$ cat src/rtl/msdap_pkg.sv
// Shared definitions for the MSDAP output path: sample width, channel ids
// and the output-frame FSM state encoding.
package msdap_pkg;

  localparam int SAMPLE_W = 40;

  typedef enum logic {
    CH_L = 1'b0,
    CH_R = 1'b1
  } chan_e;

  typedef enum logic [1:0] {
    IDLE    = 2'd0,
    ISSUE   = 2'd1,
    WAIT_TX = 2'd2
  } fsm_state_e;

endpackage

$ cat src/rtl/out_frame_buf_if.sv
// Signal bundle between the compute datapath / serializers (master side)
// and the output frame buffer (slave side).
//
// Handshake: a write is accepted on a rising SCLK edge where WR_VALID and
// WR_READY are both high. WR_READY depends combinationally on WR_CH only,
// never on WR_VALID, so the master may hold WR_VALID/WR_CH/WR_DATA stable
// until accepted without creating a loop.
interface out_frame_buf_if #(
  parameter int DEPTH    = 4,
  parameter int SAMPLE_W = msdap_pkg::SAMPLE_W
);
  localparam int LVL_W = $clog2(DEPTH + 1);

  logic                WR_VALID;
  logic                WR_CH;
  logic [SAMPLE_W-1:0] WR_DATA;
  logic                WR_READY;
  logic                FRAME;
  logic                OUTREADY_L;
  logic                OUTREADY_R;
  logic                LOAD_L;
  logic                LOAD_R;
  logic [SAMPLE_W-1:0] PDATA_L;
  logic [SAMPLE_W-1:0] PDATA_R;
  logic                UNDERRUN;
  logic                FRAME_SLIP;
  logic [LVL_W-1:0]    LEVEL_L;
  logic [LVL_W-1:0]    LEVEL_R;
  logic [1:0]          dbg_state;

  modport master (
    output WR_VALID, WR_CH, WR_DATA, FRAME, OUTREADY_L, OUTREADY_R,
    input  WR_READY, LOAD_L, LOAD_R, PDATA_L, PDATA_R, UNDERRUN,
           FRAME_SLIP, LEVEL_L, LEVEL_R, dbg_state
  );

  modport slave (
    input  WR_VALID, WR_CH, WR_DATA, FRAME, OUTREADY_L, OUTREADY_R,
    output WR_READY, LOAD_L, LOAD_R, PDATA_L, PDATA_R, UNDERRUN,
           FRAME_SLIP, LEVEL_L, LEVEL_R, dbg_state
  );

endinterface

$ cat src/rtl/out_chan_fifo.sv
// Single-clock per-channel sample FIFO. Head word is visible on rdata
// whenever not empty. A pop never frees space for a push in the same cycle
// because full is taken from the registered level.
module out_chan_fifo #(
  parameter  int DEPTH = 4,
  parameter  int W     = 40,
  localparam int PTR_W = $clog2(DEPTH),
  localparam int LVL_W = $clog2(DEPTH + 1)
) (
  input  logic             clk,
  input  logic             rst,
  input  logic             push,
  input  logic [W-1:0]     wdata,
  input  logic             pop,
  output logic [W-1:0]     rdata,
  output logic             full,
  output logic             empty,
  output logic [LVL_W-1:0] level
);

  logic [W-1:0]     mem_q [DEPTH];
  logic [PTR_W-1:0] wr_ptr_q, wr_ptr_d;
  logic [PTR_W-1:0] rd_ptr_q, rd_ptr_d;
  logic [LVL_W-1:0] level_q, level_d;
  logic             do_push, do_pop;

  assign full    = (level_q == LVL_W'(DEPTH));
  assign empty   = (level_q == '0);
  assign level   = level_q;
  assign rdata   = mem_q[rd_ptr_q];
  assign do_push = push && !full;
  assign do_pop  = pop && !empty;

  // Next pointers and occupancy; pointers wrap naturally (DEPTH is 2^n).
  always_comb begin
    wr_ptr_d = wr_ptr_q;
    rd_ptr_d = rd_ptr_q;
    level_d  = level_q;
    if (do_push) wr_ptr_d = wr_ptr_q + PTR_W'(1);
    if (do_pop)  rd_ptr_d = rd_ptr_q + PTR_W'(1);
    if (do_push && !do_pop) level_d = level_q + LVL_W'(1);
    if (!do_push && do_pop) level_d = level_q - LVL_W'(1);
  end

  // Pointer and level registers.
  always_ff @(posedge clk or posedge rst) begin
    if (rst) begin
      wr_ptr_q <= '0;
      rd_ptr_q <= '0;
      level_q  <= '0;
    end else begin
      wr_ptr_q <= wr_ptr_d;
      rd_ptr_q <= rd_ptr_d;
      level_q  <= level_d;
    end
  end

  // Storage array; contents are don't-care until written.
  always_ff @(posedge clk) begin
    if (do_push) mem_q[wr_ptr_q] <= wdata;
  end

endmodule

$ cat src/rtl/out_frame_buf.sv
// Stereo output frame buffer feeding the left/right P2S serializers.
// Per-channel FIFOs are filled from the compute datapath; each accepted
// FRAME produces one ISSUE cycle with LOAD_L/LOAD_R high and registered
// PDATA words, then waits until both serializers drop OutReady.
// Optional build macro: OUT_HOLD_LAST_EN (underrun channel repeats its
// last issued word instead of sending zeros).
module out_frame_buf #(
  parameter int DEPTH    = 4,
  parameter int SAMPLE_W = msdap_pkg::SAMPLE_W
) (
  input logic            SCLK,
  input logic            CLR,
  out_frame_buf_if.slave bus
);
  import msdap_pkg::*;

  localparam int LVL_W = $clog2(DEPTH + 1);
  localparam logic [1:0] ST_IDLE    = IDLE;
  localparam logic [1:0] ST_ISSUE   = ISSUE;
  localparam logic [1:0] ST_WAIT_TX = WAIT_TX;

  logic [1:0]          state_q, state_d;
  logic                avail_l_q, avail_l_d, avail_r_q, avail_r_d;
  logic [SAMPLE_W-1:0] pdata_l_q, pdata_l_d, pdata_r_q, pdata_r_d;
  logic                underrun_q, underrun_d, slip_q, slip_d;
  logic [SAMPLE_W-1:0] head_l, head_r, fill_l, fill_r;
  logic                full_l, full_r, empty_l, empty_r;
  logic [LVL_W-1:0]    level_l, level_r;
  logic                wr_ready, push_l, push_r, pop_l, pop_r;

  assign wr_ready = (bus.WR_CH == CH_R) ? !full_r : !full_l;
  assign push_l   = bus.WR_VALID && wr_ready && (bus.WR_CH == CH_L);
  assign push_r   = bus.WR_VALID && wr_ready && (bus.WR_CH == CH_R);
  // Only words actually captured into PDATA are popped; a word pushed on
  // the FRAME edge into an empty FIFO waits for the next frame.
  assign pop_l    = (state_q == ST_ISSUE) && avail_l_q;
  assign pop_r    = (state_q == ST_ISSUE) && avail_r_q;

  out_chan_fifo #(.DEPTH(DEPTH), .W(SAMPLE_W)) u_fifo_l (
    .clk(SCLK), .rst(CLR), .push(push_l), .wdata(bus.WR_DATA), .pop(pop_l),
    .rdata(head_l), .full(full_l), .empty(empty_l), .level(level_l)
  );

  out_chan_fifo #(.DEPTH(DEPTH), .W(SAMPLE_W)) u_fifo_r (
    .clk(SCLK), .rst(CLR), .push(push_r), .wdata(bus.WR_DATA), .pop(pop_r),
    .rdata(head_r), .full(full_r), .empty(empty_r), .level(level_r)
  );

  // Word sent on an empty channel. PDATA only changes on issue, so it
  // already holds the last successfully issued word (0 after reset).
  always_comb begin
`ifdef OUT_HOLD_LAST_EN
    fill_l = pdata_l_q;
    fill_r = pdata_r_q;
`else
    fill_l = '0;
    fill_r = '0;
`endif
  end

  // Frame FSM: capture heads on FRAME, issue for one cycle, wait for TX.
  always_comb begin
    state_d    = state_q;
    avail_l_d  = avail_l_q;
    avail_r_d  = avail_r_q;
    pdata_l_d  = pdata_l_q;
    pdata_r_d  = pdata_r_q;
    underrun_d = underrun_q;
    slip_d     = slip_q;
    case (state_q)
      ST_IDLE: begin
        if (bus.FRAME) begin
          state_d   = ST_ISSUE;
          avail_l_d = !empty_l;
          avail_r_d = !empty_r;
          pdata_l_d = empty_l ? fill_l : head_l;
          pdata_r_d = empty_r ? fill_r : head_r;
        end
      end
      ST_ISSUE: begin
        state_d = ST_WAIT_TX;
        if (bus.FRAME) slip_d = 1'b1;
        if (!avail_l_q || !avail_r_q) underrun_d = 1'b1;
      end
      ST_WAIT_TX: begin
        if (bus.FRAME) slip_d = 1'b1;
        if (!bus.OUTREADY_L && !bus.OUTREADY_R) state_d = ST_IDLE;
      end
      default: state_d = ST_IDLE;
    endcase
  end

  // FSM and output registers.
  always_ff @(posedge SCLK or posedge CLR) begin
    if (CLR) begin
      state_q    <= ST_IDLE;
      avail_l_q  <= 1'b0;
      avail_r_q  <= 1'b0;
      pdata_l_q  <= '0;
      pdata_r_q  <= '0;
      underrun_q <= 1'b0;
      slip_q     <= 1'b0;
    end else begin
      state_q    <= state_d;
      avail_l_q  <= avail_l_d;
      avail_r_q  <= avail_r_d;
      pdata_l_q  <= pdata_l_d;
      pdata_r_q  <= pdata_r_d;
      underrun_q <= underrun_d;
      slip_q     <= slip_d;
    end
  end

  assign bus.WR_READY   = wr_ready;
  assign bus.LOAD_L     = (state_q == ST_ISSUE);
  assign bus.LOAD_R     = (state_q == ST_ISSUE);
  assign bus.PDATA_L    = pdata_l_q;
  assign bus.PDATA_R    = pdata_r_q;
  assign bus.UNDERRUN   = underrun_q;
  assign bus.FRAME_SLIP = slip_q;
  assign bus.LEVEL_L    = level_l;
  assign bus.LEVEL_R    = level_r;
  assign bus.dbg_state  = state_q;

endmodule
$ cat src/flat_wrapper.sv
// flat-port wrapper written by rule: the top's interface ports become plain ports
module out_frame_buf_flat import msdap_pkg::*;
#(
  parameter int DEPTH    = 4,
  parameter int SAMPLE_W = msdap_pkg::SAMPLE_W
)
  (SCLK, CLR, bus_WR_VALID, bus_WR_CH, bus_WR_DATA, bus_FRAME, bus_OUTREADY_L, bus_OUTREADY_R, bus_WR_READY, bus_LOAD_L, bus_LOAD_R, bus_PDATA_L, bus_PDATA_R, bus_UNDERRUN, bus_FRAME_SLIP, bus_LEVEL_L, bus_LEVEL_R, bus_dbg_state);
  out_frame_buf_if #(.DEPTH(DEPTH), .SAMPLE_W(SAMPLE_W)) bus_i ();
  input logic SCLK;
  input logic CLR;
  input wire logic [$bits(bus_i.WR_VALID)-1:0] bus_WR_VALID;
  input wire logic [$bits(bus_i.WR_CH)-1:0] bus_WR_CH;
  input wire logic [$bits(bus_i.WR_DATA)-1:0] bus_WR_DATA;
  input wire logic [$bits(bus_i.FRAME)-1:0] bus_FRAME;
  input wire logic [$bits(bus_i.OUTREADY_L)-1:0] bus_OUTREADY_L;
  input wire logic [$bits(bus_i.OUTREADY_R)-1:0] bus_OUTREADY_R;
  output wire logic [$bits(bus_i.WR_READY)-1:0] bus_WR_READY;
  output wire logic [$bits(bus_i.LOAD_L)-1:0] bus_LOAD_L;
  output wire logic [$bits(bus_i.LOAD_R)-1:0] bus_LOAD_R;
  output wire logic [$bits(bus_i.PDATA_L)-1:0] bus_PDATA_L;
  output wire logic [$bits(bus_i.PDATA_R)-1:0] bus_PDATA_R;
  output wire logic [$bits(bus_i.UNDERRUN)-1:0] bus_UNDERRUN;
  output wire logic [$bits(bus_i.FRAME_SLIP)-1:0] bus_FRAME_SLIP;
  output wire logic [$bits(bus_i.LEVEL_L)-1:0] bus_LEVEL_L;
  output wire logic [$bits(bus_i.LEVEL_R)-1:0] bus_LEVEL_R;
  output wire logic [$bits(bus_i.dbg_state)-1:0] bus_dbg_state;
  assign bus_i.WR_VALID = bus_WR_VALID;
  assign bus_i.WR_CH = bus_WR_CH;
  assign bus_i.WR_DATA = bus_WR_DATA;
  assign bus_i.FRAME = bus_FRAME;
  assign bus_i.OUTREADY_L = bus_OUTREADY_L;
  assign bus_i.OUTREADY_R = bus_OUTREADY_R;
  assign bus_WR_READY = bus_i.WR_READY;
  assign bus_LOAD_L = bus_i.LOAD_L;
  assign bus_LOAD_R = bus_i.LOAD_R;
  assign bus_PDATA_L = bus_i.PDATA_L;
  assign bus_PDATA_R = bus_i.PDATA_R;
  assign bus_UNDERRUN = bus_i.UNDERRUN;
  assign bus_FRAME_SLIP = bus_i.FRAME_SLIP;
  assign bus_LEVEL_L = bus_i.LEVEL_L;
  assign bus_LEVEL_R = bus_i.LEVEL_R;
  assign bus_dbg_state = bus_i.dbg_state;
  out_frame_buf #(.DEPTH(DEPTH), .SAMPLE_W(SAMPLE_W)) u_core (.SCLK(SCLK), .CLR(CLR), .bus(bus_i));
endmodule
$ cat config.mk
export PLATFORM = sky130hd
export DESIGN_NAME = out_frame_buf_flat
export DESIGN_NICKNAME = d
export VERILOG_FILES = /design/src/rtl/msdap_pkg.sv /design/src/rtl/out_frame_buf_if.sv /design/src/rtl/out_chan_fifo.sv /design/src/rtl/out_frame_buf.sv /design/src/flat_wrapper.sv
export SDC_FILE = /design/constraint.sdc
export NUM_CORES = 1
export LEC_CHECK = 0
export ABC_CLOCK_PERIOD_IN_PS = 4900
export CAP_MARGIN = 10
export CELL_PAD_IN_SITES_DETAIL_PLACEMENT = 0
export CELL_PAD_IN_SITES_GLOBAL_PLACEMENT = 1
export CORE_MARGIN = 2
export CORE_UTILIZATION = 30
export DETAILED_ROUTE_END_ITERATION = 7
export GPL_ROUTABILITY_DRIVEN = 0
export PLACE_DENSITY_LB_ADDON = 0.1
export SLEW_MARGIN = 40
export SYNTH_ARGS = -nofsm -noshare
export SYNTH_HDL_FRONTEND = slang
export SYNTH_SLANG_ARGS = --single-unit
$ cat constraint.sdc
create_clock -name SCLK -period 4.9 [get_ports SCLK]
set_clock_uncertainty 0.1 [all_clocks]
set_input_delay 1.47 -clock SCLK [delete_from_list [all_inputs] [get_ports SCLK]]
set_output_delay 1.47 -clock SCLK [all_outputs]
set_load 0.01 [all_outputs]
==> impl_metrics.csv, run 1 <==
group,metric,value,unit
synth,avgSynthCellArea,22.0,um2
synth,synth_seq_cells,420,
flow_run,drv_cap,0,
setup_path,cp_top_family,"buffers and inverters",
synth,ys_async_sr_fraction,0.238,
route,dr.pass1.iters,5,
layout,fin_area,19400,um2
grt,grt_max_degree,53,
floorplanning,die_area,53500,um2
route,remaining_drc_errors,0,
layout,area_growth_syn_to_layout,25.2,%
setup_path,crit_slowest_cell,"clkdlybuf4s50_1",
synth,synth_fp_nets,768,
setup_path,critPathKind,"in -> out",
pwr,p_per_area,611,nW/um2
setup_path,path_cells,"clkdlybuf4s50_1, nor2_1, a31oi_1, clkdlybuf4s50_1",
placement,numPortBuffers,139,
synth,synth_edf_count,320,
hold_path,hp-class,"reg -> reg",
pwr,p_leak,6.73,nW
timing,report.final.hold_viol_count,0,
route,viasPerCell,4.68,
synth,ys.flop_type,"edfxtp_1",
route,vias,7453,
route,drt-initial-drc-count,420,
grt,grt_first_pass_wirelength,55100,um
layout,nets,937,
pwr,p_seq_frac,0.428,
setup_path,cp_max_fo,4,
setup_path,arrival,2760,ps
layout,final_util,0.379,
grt,overflow,0,
layout,drive_gt1_frac,0.213,
synth,synthCells,704,
route,post_drt_wl_per_cell,23.3,um
route,drtAntennaViolNets,0,
clock_tree,postCtsResizedCells,0,
timing,fmax,231,MHz
timing,setup_viol,0,
setup_path,crit_top_cell,"clkdlybuf4s50_1",
timing,finalCritPeriodShare,0.884,
floorplanning,die-height,231,um
synth,ys_seq_area_frac,0.781,
floorplanning,dieWidth,231,um
setup_path,cp-start-kind,"input port",
timing,rsz0062_at_grt,"false",
floorplanning,rows,83,
clock_tree,clk_pin_slew_worst_paths,60,ps
floorplanning,floorplan.io_pins,140,
placement,dpl_cell_area,17800,um2
clock_tree,clock_sinks,420,
setup_path,required,3330,ps
clock_tree,cts_tree,"yes",
clock_tree,htreeDepth,2,
outcome,status,"complete, no violations",
clock_tree,clk_path_buf_depth,3,
clock_tree,cts-root-buf,"clkbuf_16",
pwr,power.net_switching,0.00339,W
pwr,switching_share,0.286,
floorplanning,core,51200,um2
route,wirelength,37000,um
floorplanning,initial_core_util,0.303,
clock_tree,clock_latency,570,ps
layout,most-common-layout-cells,"edfxtp_1, clkdlybuf4s50_1, dfrtp_1, mux4_2, a22o_1",
clock_tree,postCtsSetupRepairBufs,0,
placement,dp.cells,1506,
placement,dp_hpwl,22500,um
grt,grt_pass1_vias,8274,
layout,final_common_cell,"edfxtp_1",
setup_path,slowest_delay,560,ps
pwr,vdd_drop_max,0.219,mV
setup_path,endpoint_kind,"output pin",
synth,synth.cell_area,15500,um2
timing,post-route-min-period,4330,ps
timing,worst_slew_pin_slew,760,ps
synth,yosys_warnings,0,
layout,fin_cells,1592,
timing,tns,0,ps
clock_tree,cts_buffers,45,
timing,whs,370,ps
grt,antenna_found_initial,3,
pwr,power_frac_comb,0.273,
setup_path,crit_buf_inv,2,
synth,synth_cell_types,29,
pwr,p_int,0.00846,W
timing,maxSlewHeadroom,0.493,
clock_tree,cts_hold_buf,0,
timing,slew_violations,0,
pwr,pwr-share-clk,0.299,
grt,grt_use_total,0.141,
Yosys cell counts, types with 6 or more instances:
master	count	area share
edfxtp_1	320	0.62
dfrtp_1	100	0.16
a22o_1	80	0.045
mux4_2	80	0.12
clkbuf_1	19	0.0046
inv_1	16	0.0039
ha_1	15	0.012
buf_2	10	0.0032
buf_6	9	0.0065
nand2_1	6	0.0015
nor2_1	6	0.0015
xnor2_1	6	0.0034
xor2_1	6	0.0034
stage by stage:
stage / setup slack [ps] / total power [W]
final: 571 / 0.0118
after global routing: 513 / 0.0124
after CTS: 561 / 0.0121
after detailed placement: 565 / 0.00847
after global placement: 564 / 0.00832
after floorplan: 711 / 0.00690
per-layer routing:
metal,vias up,part of all wire,global-route usage
met3,56,0.044,0.0322
li1,3221,-,-
met1,3998,0.44,0.183
met2,176,0.49,0.238
met4,2,0.022,0.0389
met5,-,0.00032,0
registers in the layout, indices dropped and copies added, names as in the netlist:
register / count
u_core.avail_l_q: 1
u_core.avail_r_q: 1
u_core.bus.FRAME_SLIP: 1
u_core.bus.PDATA_L: 40
u_core.bus.PDATA_R: 40
u_core.bus.UNDERRUN: 1
u_core.bus.dbg_state: 2
u_core.u_fifo_l.level: 3
u_core.u_fifo_l.mem_q: 160
u_core.u_fifo_l.rd_ptr_q: 2
u_core.u_fifo_l.wr_ptr_q: 2
u_core.u_fifo_r.level: 3
u_core.u_fifo_r.mem_q: 160
u_core.u_fifo_r.rd_ptr_q: 2
u_core.u_fifo_r.wr_ptr_q: 2
final timing paths:
path / from / end / slack (ps) / depth (start not counted)
worst max register to register: u_core.u_fifo_l.level[0] / u_core.u_fifo_l.level[2] / 2390 / 9
worst min register to register: u_core.bus.UNDERRUN / u_core.bus.UNDERRUN / 370 / 1
min in group asynchronous: CLR / u_core.bus.dbg_state[1] / 1200 / 2
max in group asynchronous: CLR / u_core.bus.PDATA_R[36] / 2650 / 3
worst min-delay path: u_core.bus.UNDERRUN / u_core.bus.UNDERRUN / 370 / 1
worst max-delay path: bus_WR_CH / bus_WR_READY / 570 / 4
power by group through the flow:
stage / Combinational (W) / Sequential [W] / Clock, W
after floorplan: 0.00191 / 0.00499 / 0
after global placement: 0.00305 / 0.00527 / 0
after detailed placement: 0.00330 / 0.00517 / 0
after CTS: 0.00332 / 0.00511 / 0.00365
after global routing: 0.00349 / 0.00517 / 0.00378
final: 0.00324 / 0.00507 / 0.00354
area by class of cell:
type,instances,area [um2]
Antenna cell,2,5.00
Clock buffer,57,1230
Clock inverter,27,320
Fill cell,4587,31800
Inverter,16,62.6
Multi-Input combinational cell,229,3130
Sequential cell,420,12100
Tap cell,680,851
Timing Repair Buffer,161,1680
kinds of logic (layout without fill, tap and decap cells):
logic type | Yosys count | after routing | synth area share
other | 0 | 2 | 0
AO/OA/AOI/OAI | 91 | 91 | 0.0502
adder cells (fa/ha/maj) | 17 | 17 | 0.0147
flip-flops | 420 | 420 | 0.781
AND/OR/NAND/NOR | 24 | 24 | 0.00823
XOR/XNOR | 12 | 12 | 0.00678
multiplexers | 85 | 85 | 0.120
buffers and inverters | 55 | 261 | 0.0187
Power figures use the tool's default switching activity.
==> run 2: changes to the inputs <==
--- a/config.mk
+++ b/config.mk
@@ -5,11 +5,12 @@
 export SDC_FILE = /design/constraint.sdc
 export NUM_CORES = 1
 export LEC_CHECK = 0
+export ABC_AREA = 1
 export ABC_CLOCK_PERIOD_IN_PS = 4900
 export CAP_MARGIN = 10
 export CELL_PAD_IN_SITES_DETAIL_PLACEMENT = 0
 export CELL_PAD_IN_SITES_GLOBAL_PLACEMENT = 1
-export CORE_MARGIN = 2
+export CORE_MARGIN = 10
 export CORE_UTILIZATION = 30
 export DETAILED_ROUTE_END_ITERATION = 7
 export GPL_ROUTABILITY_DRIVEN = 0
==> run 2 against run 1 <==
  * Worst hold slack lost 5.5 ps
  * Highest routed layer unchanged
  * Cell count grew 39%
  * Critical path type unchanged
  * Register-to-register slack improved by 110 ps
  * Critical path depth rose by 1
  * Sequential cell count stayed put
  * Maximum frequency grew 0.44%
==> impl_metrics.csv, run 2 <==
group,metric,value,unit
synth,yosysTopAreaCell,"edfxtp_1",
setup_path,arrival,2740,ps
route,wirelength,41900,um
route,vias,9926,
layout,drive_gt1_frac,0.0837,
hold_path,hp-class,"reg -> reg",
pwr,pwr-share-clk,0.284,
clock_tree,postCtsSetupRepairBufs,0,
pwr,vdd_drop_max,0.257,mV
grt,grt_first_pass_wirelength,63400,um
floorplanning,core,54000,um2
grt,grt_pass1_vias,10100,
timing,slew_violations,0,
pwr,p_seq_frac,0.409,
setup_path,timing.rr.start,"u_core.u_fifo_r.level[1]",
clock_tree,cts_buffers,48,
grt,overflow,0,
clock_tree,clock_sinks,420,
layout,reg_top3,"u_core.u_fifo_l.mem_q: 160 flops, u_core.u_fifo_r.mem_q: 160 flops",
timing,tns,0,ps
pwr,power_frac_comb,0.307,
synth,synth_seq_cells,420,
timing,report.final.hold_viol_count,0,
timing,whs,364,ps
setup_path,cp_max_fo,5,
setup_path,path_cells,"clkdlybuf4s50_1, inv_1, nand2_1, nand2_1, clkdlybuf4s50_1",
synth,ys.flop_type,"edfxtp_1",
synth,synth.cell_area,16400,um2
floorplanning,floorplan.io_pins,140,
synth,yosys-top-cells-area,"edfxtp_1, dfrtp_1, nand2_1",
floorplanning,initial_core_util,0.304,
floorplanning,dieWidth,254,um
synth,ys_seq_area_frac,0.737,
synth,synth_fp_nets,1402,
clock_tree,cts_tree,"yes",
pwr,switching_share,0.344,
outcome,status,"complete, no violations",
timing,setup_viol,0,
timing,maxSlewHeadroom,0.517,
pwr,p_leak,7.73,nW
synth,yosysMostFrequentCell,"nand2_1",
floorplanning,die_area,64500,um2
synth,ys_async_sr_fraction,0.238,
setup_path,crit_slowest_cell,"clkdlybuf4s50_1",
timing,post-route-min-period,4310,ps
setup_path,cp-start-kind,"input port",
synth,synth_edf_count,320,
pwr,p_int,0.00790,W
layout,most-common-layout-cells,"nand2_1, edfxtp_1, nand3_1, clkdlybuf4s50_1, dfrtp_1",
grt,grt_max_degree,82,
layout,area_growth_syn_to_layout,21.9,%
hold_path,worstHoldStart,"u_core.bus.FRAME_SLIP",
placement,numPortBuffers,139,
layout,nets,1542,
setup_path,critPathLaunch,"bus_WR_CH",
clock_tree,htreeDepth,2,
layout,final_util,0.371,
setup_path,endpoint_kind,"output pin",
setup_path,required,3330,ps
floorplanning,die-height,254,um
placement,dp.cells,2124,
layout,fillers,5244,
placement,dp_hpwl,23700,um
route,dr.pass1.iters,4,
setup_path,critPathKind,"in -> out",
clock_tree,postCtsResizedCells,0,
pwr,power.net_switching,0.00414,W
route,remaining_drc_errors,0,
synth,avgSynthCellArea,12.3,um2
grt,grt_use_total,0.130,
clock_tree,clock_latency,580,ps
route,post_drt_wl_per_cell,18.9,um
route,viasPerCell,4.48,
clock_tree,clk_pin_slew_worst_paths,60,ps
clock_tree,cts-root-buf,"clkbuf_16",
layout,final_common_cell,"nand2_1",
route,drt-initial-drc-count,546,
timing,worst_slew_pin_slew,725,ps
floorplanning,rows,85,
clock_tree,cts_hold_buf,0,
setup_path,slowest_delay,530,ps
clock_tree,clk_path_buf_depth,3,
flow_run,drv_cap,0,
synth,synthCells,1338,
synth,synth_cell_types,22,
timing,fmax,232,MHz
pwr,p_per_area,601,nW/um2
layout,antennaDiodeCount,0,
synth,yosys_warnings,0,
timing,finalCritPeriodShare,0.880,
route,drtAntennaViolNets,0,
timing,rsz0062_at_grt,"false",
layout,fin_cells,2214,
grt,antenna_found_initial,1,
synth,synth_common_cells,"nand2_1, edfxtp_1, nand3_1, dfrtp_1, buf_2",
synth,synth_top_area_share,0.585,
run 2: changes by cell type in the layout (fill, tap and decap cells not counted), moves of 17 or more:
cell / delta
mux4_2: -80
nand2_1: +509
a22o_1: -80
nand3_2: +20
inv_1: +17
nand3_1: +226
run 2: area by class of cell:
type	count	area (um2)	area share
clock inverter	20	129	0.00643
timing repair buffer	160	1570	0.0786
sequential	420	12100	0.605
clock buffer	70	1380	0.0687
multi-input combinational	811	3790	0.189
inverter	37	161	0.00806
tap	696	871	0.0435
run 2: power groups by stage:
| stage | clock, W | combinational [W] | sequential, W |
|---|---|---|---|
| finish | 0.00342 | 0.00370 | 0.00492 |
| global route | 0.00369 | 0.00418 | 0.00501 |
| CTS | 0.00353 | 0.00384 | 0.00494 |
| detailed placement | 0 | 0.00383 | 0.00500 |
| global placement | 0 | 0.00369 | 0.00509 |
| floorplan | 0 | 0.00220 | 0.00500 |
run 2: final timing paths:
check,cells after the start,endpoint,slack [ps]
setup reg to reg,9,u_core.u_fifo_r.level[2],2500
min in group asynchronous,2,u_core.bus.dbg_state[0],1280
hold / removal,1,u_core.bus.FRAME_SLIP,360
hold reg to reg,1,u_core.bus.FRAME_SLIP,360
setup / recovery,5,bus_WR_READY,590
max in group asynchronous,3,u_core.u_fifo_r.level[1],2710
run 2: logic make-up (layout without fill, tap and decap cells):
kind of cell	after synthesis	after routing	share of synthesized area
XOR/XNOR	8	8	0.00426
flip-flops	420	420	0.737
AO/OA/AOI/OAI	11	11	0.00533
adder cells (fa/ha/maj)	17	17	0.0139
AND/OR/NAND/NOR	775	775	0.204
buffers and inverters	107	287	0.0359
run 2: per-layer routing:
layer,track usage,part of all wire
met5,0,0.00031
met4,0.0416,0.020
met3,0.0241,0.040
met2,0.218,0.48
met1,0.167,0.46
run 2: critical path: cells and delay by family:
kind / cells / cell delay [ps]
buf+inv: 3 / 1150
simple gates: 2 / 120
run 2: stage by stage:
| stage | power (W) | worst slack (ps) | instance area [um2] |
|---|---|---|---|
| after floorplan | 0.00720 | 711 | 16400 |
| after global placement | 0.00878 | 585 | 18500 |
| after detailed placement | 0.00883 | 580 | 18500 |
| after CTS | 0.0123 | 576 | 20000 |
| after global routing | 0.0129 | 477 | 20000 |
| final | 0.0120 | 590 | 20000 |
==> run 3: changes to the inputs <==
--- a/config.mk
+++ b/config.mk
@@ -6,12 +6,13 @@
 export NUM_CORES = 1
 export LEC_CHECK = 0
 export ABC_AREA = 1
-export ABC_CLOCK_PERIOD_IN_PS = 4900
+export ABC_CLOCK_PERIOD_IN_PS = 5100
 export CAP_MARGIN = 10
 export CELL_PAD_IN_SITES_DETAIL_PLACEMENT = 0
 export CELL_PAD_IN_SITES_GLOBAL_PLACEMENT = 1
 export CORE_MARGIN = 10
 export CORE_UTILIZATION = 30
+export CTS_CLUSTER_DIAMETER = 200
 export DETAILED_ROUTE_END_ITERATION = 7
 export GPL_ROUTABILITY_DRIVEN = 0
 export PLACE_DENSITY_LB_ADDON = 0.1
==> constraint.sdc (replaced) <==
create_clock -name SCLK -period 5.1 [get_ports SCLK]
set_clock_uncertainty 0.1 [all_clocks]
set_input_delay 1.53 -clock SCLK [delete_from_list [all_inputs] [get_ports SCLK]]
set_output_delay 1.53 -clock SCLK [all_outputs]
set_load 0.01 [all_outputs]
==> run 3 against run 2 <==
  * Largest cell class unchanged
  * Non-clock buffer count down 4
  * Highest routed layer unchanged
  * Critical endpoint unchanged
  * Design area is 0.52% higher
  * Cell count is 0.18% lower
==> impl_metrics.csv, run 3 (synthesis gave the netlist of run 2 again) <==
group,metric,value,unit
clock_tree,cts_buffers,48,
clock_tree,cts_tree,"yes",
timing,fmax,224,MHz
floorplanning,core,54000,um2
timing,worst_slew_pin_slew,748,ps
floorplanning,rows,85,
layout,antennaDiodeCount,0,
route,viasPerCell,4.54,
grt,grt_pass1_vias,10300,
grt,grt_use_total,0.134,
route,drt-initial-drc-count,496,
setup_path,required,3470,ps
clock_tree,clock_latency,580,ps
layout,reg_top3,"u_core.u_fifo_l.mem_q: 160 flops, u_core.u_fifo_r.mem_q: 160 flops",
clock_tree,htreeDepth,2,
setup_path,crit_buf_inv,3,
pwr,p_per_area,585,nW/um2
timing,finalCritPeriodShare,0.875,
layout,drive_gt1_frac,0.0911,
setup_path,cp_top_family,"buffers and inverters",
route,vias,10000,
route,wirelength,43000,um
grt,use_met3,0.0295,
timing,setup_viol,0,
route,post_drt_wl_per_cell,19.5,um
placement,dp_hpwl,23400,um
setup_path,cp_max_fo,5,
floorplanning,initial_core_util,0.304,
pwr,p_leak,7.79,nW
layout,final_common_cell,"nand2_1",
layout,area_growth_syn_to_layout,22.5,%
timing,maxSlewHeadroom,0.501,
setup_path,cp-start-kind,"input port",
placement,dp.cells,2120,
clock_tree,clock_sinks,420,
layout,seq_area,12100,um2
pwr,total_power,0.0118,W
grt,antenna_found_initial,1,
grt,grt_first_pass_wirelength,65300,um
floorplanning,die_area,64500,um2
floorplanning,die-height,254,um
layout,nets,1538,
floorplanning,floorplan.io_pins,140,
clock_tree,postCtsSetupRepairBufs,0,
grt,gr-usage-met1,0.176,
placement,numPortBuffers,139,
hold_path,hp-class,"reg -> reg",
setup_path,crit_slowest_cell,"clkdlybuf4s50_1",
grt,met2_usage,0.221,
route,remaining_drc_errors,0,
layout,final_util,0.373,
timing,post-route-min-period,4460,ps
clock_tree,clk_path_buf_depth,3,
grt,grt_max_degree,82,
layout,fillers,5237,
clock_tree,clk_pin_slew_worst_paths,60,ps
timing,report.final.hold_viol_count,0,
layout,multi_input_area,3790,um2
layout,fin_cells,2210,
setup_path,arrival,2830,ps
timing,slew_violations,0,
clock_tree,cts-root-buf,"clkbuf_16",
floorplanning,dieWidth,254,um
clock_tree,cts_hold_buf,0,
grt,overflow,0,
setup_path,critPathKind,"in -> out",
setup_path,path_cells,"clkdlybuf4s50_1, inv_1, nand2_1, nand2_1, clkdlybuf4s50_1",
route,dr.pass1.iters,4,
outcome,status,"complete, no violations",
setup_path,slowest_delay,530,ps
layout,most-common-layout-cells,"nand2_1, edfxtp_1, nand3_1, clkdlybuf4s50_1, dfrtp_1",
route,drtAntennaViolNets,0,
grt,busiest_layer,"met2",
timing,tns,0,ps
clock_tree,postCtsResizedCells,0,
setup_path,endpoint_kind,"output pin",
flow_run,drv_cap,0,
pwr,vdd_drop_max,0.263,mV
timing,rsz0062_at_grt,"false",
-- run 3: changes by cell type in the layout (fill, tap and decap cells not counted), moves of 2 or more --
cell       delta
clkinv_2      +6
buf_4         -5
clkinv_1      -5
bufinv_16     +2
clkbuf_1     -10
clkbuf_8      +6
-- run 3: through the flow --
stage                     setup slack [ps]  area, um2  hold WS (ps)
after floorplan                        851      16400           372
after global placement                 650      18500           347
after detailed placement               627      18500           356
after CTS                              622      20100           370
after global routing                   552      20100           374
final                                  639      20100           360
-- run 3: where the power goes --
group	switching, W	internal [W]
logic	0.00224	0.00132
clock network	0.00138	0.00210
registers	0.000406	0.00434
-- run 3: cell type report --
| type | instances | share of cell area |
|---|---|---|
| Sequential cell | 420 | 0.602 |
| Multi-Input combinational cell | 811 | 0.189 |
| Timing Repair Buffer | 156 | 0.0773 |
| Clock buffer | 66 | 0.0706 |
| Tap cell | 696 | 0.0433 |
| Clock inverter | 24 | 0.0102 |
| Inverter | 37 | 0.00802 |
-- run 3: final timing paths --
check	from	endpoint	slack, ps	cells past startpoint
setup reg to reg	u_core.u_fifo_r.level[0]	u_core.u_fifo_r.level[2]	2690	9
hold / removal	u_core.bus.FRAME_SLIP	u_core.bus.FRAME_SLIP	360	1
max in group asynchronous	CLR	u_core.bus.PDATA_R[30]	2860	3
setup / recovery	bus_WR_CH	bus_WR_READY	640	5
min in group asynchronous	CLR	u_core.bus.dbg_state[1]	1340	2
hold reg to reg	u_core.bus.FRAME_SLIP	u_core.bus.FRAME_SLIP	360	1
-- run 3: routing by layer --
metal	vias up	part of all wire	wire, um
li1	4843	-	-
met1	4962	0.46	20000
met2	171	0.47	20300
met3	63	0.043	1870
met4	2	0.020	861
met5	-	0.00026	11
